<file path="src/rtl/biriscv_branch_resolve_if.sv">
// ----------------------------------------------------------------------------
// biriscv_branch_resolve_if
//
// Bundles the resolved-branch inputs from the two execute pipes and the
// predictor-update outputs that leave the resolve block.
//
//   pN_*        : resolved control-flow instruction from execute pipe N
//                 (pipe 0 is the older of the two)
//   branch_*    : predictor update (mispredict redirect or BHT training)
//   perf_*      : mispredict / dropped-training event counters
//
// Modports:
//   master : execute side / environment (drives pN_*, observes branch_*)
//   slave  : the resolve block itself
// ----------------------------------------------------------------------------
interface biriscv_branch_resolve_if;
  logic        p0_valid_i;
  logic [31:0] p0_pc_i;
  logic [31:0] p0_target_i;
  logic        p0_taken_i;
  logic        p0_pred_taken_i;
  logic [31:0] p0_pred_pc_i;
  logic        p0_is_cond_i;
  logic        p0_is_call_i;
  logic        p0_is_ret_i;
  logic        p0_is_jmp_i;

  logic        p1_valid_i;
  logic [31:0] p1_pc_i;
  logic [31:0] p1_target_i;
  logic        p1_taken_i;
  logic        p1_pred_taken_i;
  logic [31:0] p1_pred_pc_i;
  logic        p1_is_cond_i;
  logic        p1_is_call_i;
  logic        p1_is_ret_i;
  logic        p1_is_jmp_i;

  logic        branch_request_o;
  logic        branch_is_taken_o;
  logic        branch_is_not_taken_o;
  logic [31:0] branch_source_o;
  logic [31:0] branch_pc_o;
  logic        branch_is_call_o;
  logic        branch_is_ret_o;
  logic        branch_is_jmp_o;
  logic [31:0] perf_mispred_o;
  logic [31:0] perf_drop_o;

  modport master (
    output p0_valid_i, p0_pc_i, p0_target_i, p0_taken_i, p0_pred_taken_i,
           p0_pred_pc_i, p0_is_cond_i, p0_is_call_i, p0_is_ret_i, p0_is_jmp_i,
    output p1_valid_i, p1_pc_i, p1_target_i, p1_taken_i, p1_pred_taken_i,
           p1_pred_pc_i, p1_is_cond_i, p1_is_call_i, p1_is_ret_i, p1_is_jmp_i,
    input  branch_request_o, branch_is_taken_o, branch_is_not_taken_o,
           branch_source_o, branch_pc_o, branch_is_call_o, branch_is_ret_o,
           branch_is_jmp_o, perf_mispred_o, perf_drop_o
  );

  modport slave (
    input  p0_valid_i, p0_pc_i, p0_target_i, p0_taken_i, p0_pred_taken_i,
           p0_pred_pc_i, p0_is_cond_i, p0_is_call_i, p0_is_ret_i, p0_is_jmp_i,
    input  p1_valid_i, p1_pc_i, p1_target_i, p1_taken_i, p1_pred_taken_i,
           p1_pred_pc_i, p1_is_cond_i, p1_is_call_i, p1_is_ret_i, p1_is_jmp_i,
    output branch_request_o, branch_is_taken_o, branch_is_not_taken_o,
           branch_source_o, branch_pc_o, branch_is_call_o, branch_is_ret_o,
           branch_is_jmp_o, perf_mispred_o, perf_drop_o
  );
endinterface

</file>
<file path="src/rtl/biriscv_branch_resolve.sv">
// ----------------------------------------------------------------------------
// biriscv_branch_resolve
//
// Collects resolved control-flow outcomes from both execute pipes, compares
// each against its fetch-time prediction and emits at most one predictor
// update per cycle:
//   - a registered mispredict redirect / BTB-RAS update (request=1), or
//   - a BHT training update for a correctly predicted conditional branch,
//     buffered in a small FIFO and drained in cycles with no mispredict.
//
// Ports:
//   clk_i  : clock
//   rst_n  : asynchronous active-low reset
//   bus    : biriscv_branch_resolve_if.slave (pipe inputs, update outputs,
//            perf counters)
//
// Parameters:
//   FIFO_DEPTH   : training FIFO entries (power of 2, >= 2)
//   FIFO_DEPTH_W : log2(FIFO_DEPTH)
//
// Optional feature macro: BRANCH_RESOLVE_PERF_EN
//   defined   -> saturating mispredict / dropped-training counters
//   undefined -> counters not built, perf outputs tied to zero
// ----------------------------------------------------------------------------
module biriscv_branch_resolve #(
  parameter int FIFO_DEPTH   = 4,
  parameter int FIFO_DEPTH_W = 2
) (
  input  logic                           clk_i,
  input  logic                           rst_n,
  biriscv_branch_resolve_if.slave        bus
);

  localparam int CW = FIFO_DEPTH_W + 1;
  localparam logic [CW-1:0] DEPTH_C = CW'(FIFO_DEPTH);

  typedef struct packed {
    logic [31:0] source;
    logic [31:0] next_pc;
    logic        taken;
  } train_t;

  // --------------------------------------------------------------------------
  // Outcome vs prediction
  // --------------------------------------------------------------------------
  logic [31:0] p0_next_pc;
  logic [31:0] p1_next_pc;
  logic        p0_mispred;
  logic        p1_mispred;
  logic        p0_train;
  logic        p1_train;

  assign p0_next_pc = bus.p0_taken_i ? bus.p0_target_i : bus.p0_pc_i + 32'd4;
  assign p1_next_pc = bus.p1_taken_i ? bus.p1_target_i : bus.p1_pc_i + 32'd4;

  assign p0_mispred = bus.p0_valid_i &
                      ((bus.p0_taken_i != bus.p0_pred_taken_i) |
                       (p0_next_pc != bus.p0_pred_pc_i));
  assign p1_mispred = bus.p1_valid_i &
                      ((bus.p1_taken_i != bus.p1_pred_taken_i) |
                       (p1_next_pc != bus.p1_pred_pc_i));

  assign p0_train = bus.p0_valid_i & bus.p0_is_cond_i;
  assign p1_train = bus.p1_valid_i & bus.p1_is_cond_i;

  // --------------------------------------------------------------------------
  // Training FIFO control
  // --------------------------------------------------------------------------
  train_t                  fifo_q [FIFO_DEPTH];
  logic [FIFO_DEPTH_W-1:0] rd_ptr_q;
  logic [FIFO_DEPTH_W-1:0] wr_ptr_q;
  logic [FIFO_DEPTH_W-1:0] wr_ptr_inc;
  logic [CW-1:0]           count_q;
  logic [CW-1:0]           free_slots;

  logic push0_req;
  logic push1_req;
  logic push0;
  logic push1;
  logic pop;

  // NOTE: every signal written in always_comb gets a default first, so no
  // path through the if/else leaves it unassigned and infers a latch.
  always_comb begin
    push0_req = 1'b0;
    push1_req = 1'b0;
    pop       = 1'b0;
    if (p0_mispred) begin
      // p1 is younger than a redirecting p0: it is on the wrong path.
    end else if (p1_mispred) begin
      push0_req = p0_train;
    end else begin
      push0_req = p0_train;
      push1_req = p1_train;
      pop       = (count_q != '0);
    end
  end

  // The slot freed by this cycle's pop is available to this cycle's pushes.
  assign free_slots = DEPTH_C - count_q + CW'(pop);

  // p0 is older, so when only one slot is free it goes to p0.
  assign push0 = push0_req & (free_slots != '0);
  assign push1 = push1_req & (push0 ? (free_slots >= CW'(2)) : (free_slots != '0));

  assign wr_ptr_inc = wr_ptr_q + FIFO_DEPTH_W'(1);

  // NOTE: the FIFO storage has no reset; the pointers and count define which
  // entries are live, so clearing the data would only cost reset fan-out.
  always_ff @(posedge clk_i) begin
    if (push0) begin
      fifo_q[wr_ptr_q] <= '{source: bus.p0_pc_i, next_pc: p0_next_pc,
                            taken: bus.p0_taken_i};
    end
    if (push1) begin
      fifo_q[push0 ? wr_ptr_inc : wr_ptr_q] <= '{source: bus.p1_pc_i,
                                                 next_pc: p1_next_pc,
                                                 taken: bus.p1_taken_i};
    end
  end

  // NOTE: sequential state uses non-blocking assignments so every register
  // samples the pre-edge value of every other register.
  always_ff @(posedge clk_i or negedge rst_n) begin
    if (!rst_n) begin
      rd_ptr_q <= '0;
      wr_ptr_q <= '0;
      count_q  <= '0;
    end else begin
      rd_ptr_q <= rd_ptr_q + FIFO_DEPTH_W'(pop);
      wr_ptr_q <= wr_ptr_q + FIFO_DEPTH_W'(push0) + FIFO_DEPTH_W'(push1);
      count_q  <= count_q - CW'(pop) + CW'(push0) + CW'(push1);
    end
  end

  // --------------------------------------------------------------------------
  // Output register
  // --------------------------------------------------------------------------
  train_t      head;
  logic        request_q;
  logic        taken_q;
  logic        not_taken_q;
  logic [31:0] source_q;
  logic [31:0] pc_q;
  logic        call_q;
  logic        ret_q;
  logic        jmp_q;

  assign head = fifo_q[rd_ptr_q];

  always_ff @(posedge clk_i or negedge rst_n) begin
    if (!rst_n) begin
      request_q   <= 1'b0;
      taken_q     <= 1'b0;
      not_taken_q <= 1'b0;
      source_q    <= '0;
      pc_q        <= '0;
      call_q      <= 1'b0;
      ret_q       <= 1'b0;
      jmp_q       <= 1'b0;
    end else begin
      // Strobes are single-cycle; source/pc hold their last value when idle.
      request_q   <= 1'b0;
      taken_q     <= 1'b0;
      not_taken_q <= 1'b0;
      call_q      <= 1'b0;
      ret_q       <= 1'b0;
      jmp_q       <= 1'b0;
      if (p0_mispred) begin
        request_q   <= 1'b1;
        taken_q     <= bus.p0_taken_i;
        not_taken_q <= ~bus.p0_taken_i;
        source_q    <= bus.p0_pc_i;
        pc_q        <= p0_next_pc;
        call_q      <= bus.p0_is_call_i;
        ret_q       <= bus.p0_is_ret_i;
        jmp_q       <= bus.p0_is_jmp_i;
      end else if (p1_mispred) begin
        request_q   <= 1'b1;
        taken_q     <= bus.p1_taken_i;
        not_taken_q <= ~bus.p1_taken_i;
        source_q    <= bus.p1_pc_i;
        pc_q        <= p1_next_pc;
        call_q      <= bus.p1_is_call_i;
        ret_q       <= bus.p1_is_ret_i;
        jmp_q       <= bus.p1_is_jmp_i;
      end else if (pop) begin
        taken_q     <= head.taken;
        not_taken_q <= ~head.taken;
        source_q    <= head.source;
        pc_q        <= head.next_pc;
      end
    end
  end

  assign bus.branch_request_o      = request_q;
  assign bus.branch_is_taken_o     = taken_q;
  assign bus.branch_is_not_taken_o = not_taken_q;
  assign bus.branch_source_o       = source_q;
  assign bus.branch_pc_o           = pc_q;
  assign bus.branch_is_call_o      = call_q;
  assign bus.branch_is_ret_o       = ret_q;
  assign bus.branch_is_jmp_o       = jmp_q;

  // --------------------------------------------------------------------------
  // Performance counters
  // --------------------------------------------------------------------------
`ifdef BRANCH_RESOLVE_PERF_EN
  localparam logic [31:0] CNT_MAX = 32'hFFFF_FFFF;

  logic [1:0]  drop_cnt;
  logic [31:0] mispred_cnt_q;
  logic [31:0] drop_cnt_q;

  assign drop_cnt = {1'b0, push0_req & ~push0} + {1'b0, push1_req & ~push1};

  always_ff @(posedge clk_i or negedge rst_n) begin
    if (!rst_n) begin
      mispred_cnt_q <= '0;
      drop_cnt_q    <= '0;
    end else begin
      if ((p0_mispred | p1_mispred) && (mispred_cnt_q != CNT_MAX)) begin
        mispred_cnt_q <= mispred_cnt_q + 32'd1;
      end
      if (drop_cnt != 2'd0) begin
        drop_cnt_q <= (drop_cnt_q > (CNT_MAX - 32'(drop_cnt))) ? CNT_MAX
                                                               : drop_cnt_q + 32'(drop_cnt);
      end
    end
  end

  assign bus.perf_mispred_o = mispred_cnt_q;
  assign bus.perf_drop_o    = drop_cnt_q;
`else
  assign bus.perf_mispred_o = 32'h0;
  assign bus.perf_drop_o    = 32'h0;
`endif

endmodule

</file>
<file path="src/flat_wrapper.sv">
// flat-port wrapper written by rule: the top's interface ports become plain ports
module biriscv_branch_resolve_flat 
#(
  parameter int FIFO_DEPTH   = 4,
  parameter int FIFO_DEPTH_W = 2
)
  (clk_i, rst_n, bus_p0_valid_i, bus_p0_pc_i, bus_p0_target_i, bus_p0_taken_i, bus_p0_pred_taken_i, bus_p0_pred_pc_i, bus_p0_is_cond_i, bus_p0_is_call_i, bus_p0_is_ret_i, bus_p0_is_jmp_i, bus_p1_valid_i, bus_p1_pc_i, bus_p1_target_i, bus_p1_taken_i, bus_p1_pred_taken_i, bus_p1_pred_pc_i, bus_p1_is_cond_i, bus_p1_is_call_i, bus_p1_is_ret_i, bus_p1_is_jmp_i, bus_branch_request_o, bus_branch_is_taken_o, bus_branch_is_not_taken_o, bus_branch_source_o, bus_branch_pc_o, bus_branch_is_call_o, bus_branch_is_ret_o, bus_branch_is_jmp_o, bus_perf_mispred_o, bus_perf_drop_o);
  biriscv_branch_resolve_if bus_i ();
  input  logic clk_i;
  input  logic rst_n;
  input wire logic [$bits(bus_i.p0_valid_i)-1:0] bus_p0_valid_i;
  input wire logic [$bits(bus_i.p0_pc_i)-1:0] bus_p0_pc_i;
  input wire logic [$bits(bus_i.p0_target_i)-1:0] bus_p0_target_i;
  input wire logic [$bits(bus_i.p0_taken_i)-1:0] bus_p0_taken_i;
  input wire logic [$bits(bus_i.p0_pred_taken_i)-1:0] bus_p0_pred_taken_i;
  input wire logic [$bits(bus_i.p0_pred_pc_i)-1:0] bus_p0_pred_pc_i;
  input wire logic [$bits(bus_i.p0_is_cond_i)-1:0] bus_p0_is_cond_i;
  input wire logic [$bits(bus_i.p0_is_call_i)-1:0] bus_p0_is_call_i;
  input wire logic [$bits(bus_i.p0_is_ret_i)-1:0] bus_p0_is_ret_i;
  input wire logic [$bits(bus_i.p0_is_jmp_i)-1:0] bus_p0_is_jmp_i;
  input wire logic [$bits(bus_i.p1_valid_i)-1:0] bus_p1_valid_i;
  input wire logic [$bits(bus_i.p1_pc_i)-1:0] bus_p1_pc_i;
  input wire logic [$bits(bus_i.p1_target_i)-1:0] bus_p1_target_i;
  input wire logic [$bits(bus_i.p1_taken_i)-1:0] bus_p1_taken_i;
  input wire logic [$bits(bus_i.p1_pred_taken_i)-1:0] bus_p1_pred_taken_i;
  input wire logic [$bits(bus_i.p1_pred_pc_i)-1:0] bus_p1_pred_pc_i;
  input wire logic [$bits(bus_i.p1_is_cond_i)-1:0] bus_p1_is_cond_i;
  input wire logic [$bits(bus_i.p1_is_call_i)-1:0] bus_p1_is_call_i;
  input wire logic [$bits(bus_i.p1_is_ret_i)-1:0] bus_p1_is_ret_i;
  input wire logic [$bits(bus_i.p1_is_jmp_i)-1:0] bus_p1_is_jmp_i;
  output wire logic [$bits(bus_i.branch_request_o)-1:0] bus_branch_request_o;
  output wire logic [$bits(bus_i.branch_is_taken_o)-1:0] bus_branch_is_taken_o;
  output wire logic [$bits(bus_i.branch_is_not_taken_o)-1:0] bus_branch_is_not_taken_o;
  output wire logic [$bits(bus_i.branch_source_o)-1:0] bus_branch_source_o;
  output wire logic [$bits(bus_i.branch_pc_o)-1:0] bus_branch_pc_o;
  output wire logic [$bits(bus_i.branch_is_call_o)-1:0] bus_branch_is_call_o;
  output wire logic [$bits(bus_i.branch_is_ret_o)-1:0] bus_branch_is_ret_o;
  output wire logic [$bits(bus_i.branch_is_jmp_o)-1:0] bus_branch_is_jmp_o;
  output wire logic [$bits(bus_i.perf_mispred_o)-1:0] bus_perf_mispred_o;
  output wire logic [$bits(bus_i.perf_drop_o)-1:0] bus_perf_drop_o;
  assign bus_i.p0_valid_i = bus_p0_valid_i;
  assign bus_i.p0_pc_i = bus_p0_pc_i;
  assign bus_i.p0_target_i = bus_p0_target_i;
  assign bus_i.p0_taken_i = bus_p0_taken_i;
  assign bus_i.p0_pred_taken_i = bus_p0_pred_taken_i;
  assign bus_i.p0_pred_pc_i = bus_p0_pred_pc_i;
  assign bus_i.p0_is_cond_i = bus_p0_is_cond_i;
  assign bus_i.p0_is_call_i = bus_p0_is_call_i;
  assign bus_i.p0_is_ret_i = bus_p0_is_ret_i;
  assign bus_i.p0_is_jmp_i = bus_p0_is_jmp_i;
  assign bus_i.p1_valid_i = bus_p1_valid_i;
  assign bus_i.p1_pc_i = bus_p1_pc_i;
  assign bus_i.p1_target_i = bus_p1_target_i;
  assign bus_i.p1_taken_i = bus_p1_taken_i;
  assign bus_i.p1_pred_taken_i = bus_p1_pred_taken_i;
  assign bus_i.p1_pred_pc_i = bus_p1_pred_pc_i;
  assign bus_i.p1_is_cond_i = bus_p1_is_cond_i;
  assign bus_i.p1_is_call_i = bus_p1_is_call_i;
  assign bus_i.p1_is_ret_i = bus_p1_is_ret_i;
  assign bus_i.p1_is_jmp_i = bus_p1_is_jmp_i;
  assign bus_branch_request_o = bus_i.branch_request_o;
  assign bus_branch_is_taken_o = bus_i.branch_is_taken_o;
  assign bus_branch_is_not_taken_o = bus_i.branch_is_not_taken_o;
  assign bus_branch_source_o = bus_i.branch_source_o;
  assign bus_branch_pc_o = bus_i.branch_pc_o;
  assign bus_branch_is_call_o = bus_i.branch_is_call_o;
  assign bus_branch_is_ret_o = bus_i.branch_is_ret_o;
  assign bus_branch_is_jmp_o = bus_i.branch_is_jmp_o;
  assign bus_perf_mispred_o = bus_i.perf_mispred_o;
  assign bus_perf_drop_o = bus_i.perf_drop_o;
  biriscv_branch_resolve #(.FIFO_DEPTH(FIFO_DEPTH), .FIFO_DEPTH_W(FIFO_DEPTH_W)) u_core (.clk_i(clk_i), .rst_n(rst_n), .bus(bus_i));
endmodule
</file>
<file path="config.mk">
export PLATFORM = sky130hd
export DESIGN_NAME = biriscv_branch_resolve_flat
export DESIGN_NICKNAME = d
export VERILOG_FILES = /design/src/rtl/biriscv_branch_resolve_if.sv /design/src/rtl/biriscv_branch_resolve.sv /design/src/flat_wrapper.sv
export SDC_FILE = /design/constraint.sdc
export NUM_CORES = 1
export LEC_CHECK = 0
export ABC_AREA = 1
export BUFFER_PORTS_ARGS = -buffer_cell sky130_fd_sc_hd__clkbuf_2
export CAP_MARGIN = 30
export CORE_MARGIN = 10
export CORE_UTILIZATION = 24
export DETAILED_ROUTE_END_ITERATION = 6
export GPL_TIMING_DRIVEN = 0
export PLACE_DENSITY = 0.5
export SYNTH_ARGS = -nofsm -noshare
export SYNTH_HDL_FRONTEND = slang
export SYNTH_SLANG_ARGS = --single-unit
</file>
<file path="constraint.sdc">
create_clock -name clk_i -period 5.5 [get_ports clk_i]
set_input_delay 0.55 -clock clk_i [delete_from_list [all_inputs] [get_ports clk_i]]
set_output_delay 0.55 -clock clk_i [all_outputs]
set_load 0.01 [all_outputs]
</file>
# [After elaboration in Yosys (flattened, before gate mapping)]
# Memory sizes are Yosys's and may differ from the RTL's.
# Cells that the tools add are included.
[word_totals] out_inout_bits=134 word_cells=75 mem_bits_rw=260 mem_count=1 reg_bits=77
[classes] n_mux=33 n_eq_ne=4 addsub=11 n_reduce_logical=3 magnitude_cmp=1 bitwise=11
[memory_table] memory="u_core.fifo_q" depth=4 word_bits=65 read_ports=1 rd_clocked_by_memory_dff=0 write_ports=2 line="biriscv_branch_resolve.sv:69" rtl="train_t fifo_q [FIFO_DEPTH];"
[ops] cell="32-bit two-way mux" count=8
[ops] cell="32-bit by 3-bit adder with 32-bit output, second input constant" count=2
[ops] cell="32-bit != test" count=2
[ops] cell="1-bit two-way mux" count=24
[ops] cell="3-bit by 1-bit adder with 3-bit output" count=3
[ops] cell="3-bit nonzero test" count=3
[ops] cell="2-bit by 1-bit adder with 2-bit output" count=3
[ops] cell="1-bit bitwise AND" count=6
[ops] cell="3-bit by 2-bit greater-or-equal comparator with 1-bit output, second input constant" count=1
[ops] cell="1-bit NOT" count=3
[ops] cell="3-bit by 1-bit subtractor with 3-bit output" count=1
[ops] cell="3-bit subtractor, first input constant" count=1
[ops] cell="2-bit by 1-bit adder with 2-bit output, second input constant" count=1
[ops] cell="2-bit two-way mux" count=1
[ops] cell="1-bit != test" count=2
[ops] cell="1-bit bitwise OR" count=2

# [Logic depth before layout (Yosys ltp)]
[depth] depth_word=14 mapped_depth=40 mapped_depth_nobuf=38

# [Worst setup path before layout]
# No wires, ideal clock.
[synth_path] kind="input-to-reg" start="in bus_p0_pc_i[7]" end="mem u_core.fifo_q[0][0] (netlist name), enable pin" required_ns=5.075 path_buffers=4 setup_ns=0.425 stages=35 arrival_ns=5.684 path_slack_ns=-0.609 path_cell_list="buf_2 nand2_1 nor2_4 nand2_2 nor2_4 nand3_1 nand3_1 nand2_2 a21oi_1 nand2_1 nor2_1 nand2_1 nor2_2 nand2_1 nand2_4 nand2_4 buf_2 nor2_1 inv_1 ha_1 inv_1 ha_1 xor2_1 nor2_1 nand2_1 nand3_1 inv_1 nand3_2 nand2_1 nand2_2 inv_2 nand3_2 buf_4 buf_6 nand2_1"
[synth_lines] element="start, declared" line="flat_wrapper.sv:12" rtl="input wire logic [$bits(bus_i.p0_pc_i)-1:0] bus_p0_pc_i;"
[synth_lines] element="end, declared" line="biriscv_branch_resolve.sv:69"

==> results_dict.tcl <==
set metrics [dict create \
    p_int_mw 5.89 \
    clk_latency_ns 0.60 \
    drive_gt1_share_pct 21.7 \
    cpMostUsedCell "nand2_1" \
    p_leak_nw 14.0 \
    clock-root-buffer "clkbuf_16" \
    drc_errors 0 \
    dp_cells 4949 \
    fin_util_pct 30.4 \
    place_ws_ns -2.73 \
    relSlewSlack_pct 30.8 \
    synthesis.area_mm2 0.0236 \
    viasPerCell 5.08 \
    start_util_pct 24.1 \
    synthCells 3365 \
    drt_iter0_markers 3127 \
    synth_top_cells_by_area "edfxtp_1 (33%), nand2_1 (20%), dfrtp_1 (8.2%), nand4_1 (7.3%), nor2_1 (4.8%)" \
    dpl.hpwl_mm 101 \
    antenna_found_initial 16 \
    grt_max_degree 46 \
    num_io_pins 342 \
    pwr-share-seq_pct 29.1 \
    min_path_type "in -> reg" \
    slowest_stage "o21ai_4" \
    cts.sinks 337 \
    p_switching_mw 4.85 \
    skew_ns 0.0149 \
    worst_slew_pin_slew_ns 1.04 \
    vias 25760 \
    synth_top_cell_by_area "edfxtp_1" \
    seq_area_frac_synth_pct 41.2 \
    grt_pass1_wl_mm 183 \
    instances_no_fill 5072 \
    clk_path_buf_depth 3 \
    layout_common_cells "nand2_1 (1194), nor2_1 (279), nand4_1 (274)" \
    grt_overflow_total 0 \
    area_growth_syn_to_layout_pct 26.1 \
    layout_worst_path_cycle_share_pct 98.3 \
    critical_path.max_fanout 11 \
    final_common_cell "nand2_1" \
    wire_per_inst_um 26.2 \
    power_frac_clock_pct 27.5 \
    firstDrtPassIters 5 \
    min_period_ns 5.41 \
    die_x_um 334 \
    io_buffers 227 \
    cts_tree "yes" \
    crit_type "in -> reg" \
    synth_seq_cells 337 \
    irDropWorstVdd_mv 0.214 \
    cp.arrival_ns 5.71 \
    setup_ws_ns 0.0948 \
    antenna_left 0 \
    start_kind "input pin" \
    synth.distinct_cells 42 \
    dieArea_mm2 0.111 \
    multi_input_area_mm2 0.0122 \
    critical_path_required_ns 5.80 \
    status "finished, final reports clean" \
    combPwrFrac_pct 43.4 \
    cts-buffers-inserted 43 \
    final-seq-area_mm2 0.00973 \
    max_freq_ghz 0.185 \
    grt_pass1_vias 24438 \
    routabilityCongestion 0.982 \
    wl_mm 133 \
    cts.reportedPaths.clkPinSlew_ns 0.06 \
    power_mw 10.7 \
    critPathCaptureType "flop" \
    nFillCells 10801 \
    final_nets 3969 \
    yosysTopAreaCellShare_pct 33.0 \
    finalInstanceArea_mm2 0.0298 \
    setup_viol 0 \
    yosys_warnings 0 \
    core_area_mm2 0.0980 \
    p_per_area_mw_per_mm2 360 \
    grt_use_total_pct 22.8 \
    cts.htree.levels 2 \
    die_height_um 334 \
    slowest_delay_ns 0.25 \
    hold_viol 0 \
    place_area_mm2 0.0268 \
    rows 115 \
    swShare_pct 45.1 \
    avgSynthCellArea_um2 7.02 \
    drv_cap 0 \
    drv_slew 0 \
]
[cell usage after synthesis, drive strengths merged]
cell,number
clkbuf,93
ha,12
edfxtp,260
xor2,13
nand2,1286
nand3b,13
nor2,325
nand3,144
a21oi,63
buf,224
nand4,274
a32oi,1
nor3,13
fa,1
a21o,1
dfrtp,77
conb,1
o21ai,159
xnor2,4
inv,282
a21boi,1
clkinv,1
or2,49
a32o,1
o22ai,63
and2,4
[cells by family (layout without fill, tap and decap cells)]
| family | Yosys count | in the layout | synth area share [%] |
|---|---|---|---|
| and+or+nand+nor | 2108 | 2112 | 38.7 |
| other | 1 | 68 | 0.0159 |
| buffers and inverters | 600 | 949 | 12.1 |
| xor gates and xnor gates | 17 | 17 | 0.630 |
| DFF | 337 | 337 | 41.2 |
| adders and majority gates | 13 | 13 | 0.720 |
| AOI/OAI and AO/OA | 289 | 289 | 6.58 |
[path summary, 6_finish.rpt]
kind / from / endpoint / slack (ns) / depth (start not counted)
worst min register to register: u_core.bus.branch_pc_o[19]$_DFFE_PN0P_ / u_core.bus.branch_pc_o[19]$_DFFE_PN0P_ / 0.48 / 2
min in group asynchronous: rst_n / u_core.bus.branch_source_o[18]$_DFFE_PN0P_ / 0.52 / 2
worst min-delay path: bus_p0_is_ret_i / u_core.bus.branch_is_ret_o$_DFF_PN0_ / 0.19 / 3
max in group asynchronous: rst_n / u_core.bus.branch_pc_o[31]$_DFFE_PN0P_ / 4.27 / 3
worst max register to register: u_core.count_q[2]$_DFF_PN0_ / u_core.fifo_q[3][38]$_DFFE_PP_ / 1.44 / 19
worst max-delay path: bus_p0_pc_i[2] / u_core.fifo_q[0][1]$_DFFE_PP_ / 0.09 / 38
[sequential cells by signal (all words and copies together) (netlist names)]
| register | count |
|---|---|
| u_core.bus.branch_source_o | 32 |
| u_core.bus.branch_is_jmp_o | 1 |
| u_core.bus.branch_pc_o | 32 |
| u_core.bus.branch_is_call_o | 1 |
| u_core.wr_ptr_q | 2 |
| u_core.count_q | 3 |
| u_core.bus.branch_request_o | 1 |
| u_core.bus.branch_is_not_taken_o | 1 |
| u_core.rd_ptr_q | 2 |
| u_core.fifo_q | 260 |
| u_core.bus.branch_is_taken_o | 1 |
| u_core.bus.branch_is_ret_o | 1 |
[layout make-up]
type | instances | area share, %
Tap cell | 1287 | 5.40
Buffer | 316 | 6.55
Sequential cell | 337 | 32.7
Inverter | 283 | 3.60
Clock inverter | 17 | 0.613
Antenna cell | 4 | 0.0336
Multi-Input combinational cell | 2495 | 40.9
Clock buffer | 61 | 4.05
Timing Repair Buffer | 272 | 6.22
[critical path: cells and delay by family]
family	cells	cell delay, ns
AOI/OAI and AO/OA	1	0.25
xor gates and xnor gates	1	0.13
adders and majority gates	2	0.32
buffers and inverters	11	1.58
and+or+nand+nor	23	2.76
[through the flow]
step                TNS [ns]  hold WS (ns)
finish                     0         0.192
global route          -0.765         0.219
CTS                        0         0.179
detailed placement  -1177.73         0.466
global placement    -1585.26         0.465
floorplan                  0         0.254
[power by group through the flow]
| stage | Clock [mW] | Sequential [mW] | Combinational [mW] |
|---|---|---|---|
| floorplan | 0 | 3.22 | 2.34 |
| global placement | 0 | 3.17 | 4.29 |
| detailed placement | 0 | 3.18 | 4.32 |
| CTS | 2.95 | 3.13 | 4.44 |
| global route | 3.04 | 3.15 | 4.88 |
| finish | 2.95 | 3.13 | 4.66 |
[per-layer routing]
layer  vias up  track usage (%)  part of all wire (%)
met4        16             10.6                   4.9
met3       276             5.77                    11
li1      11684                -                     -
met2      1547             34.4                    43
met5         -                0                 0.080
met1     12237             30.1                    41
[repair_timing]
action / 4_1_cts / 5_1_grt
setup buffers: 15 / 12
endpoints found under the hold margin: 13 / 0
gates resized for setup: 161 / 156
pin swaps: 15 / 26
setup endpoints to repair: 525 / 519
cloned: 9 / 3
hold buffers: 1 / 0
Note: power is estimated with default switching activity, not from simulation.
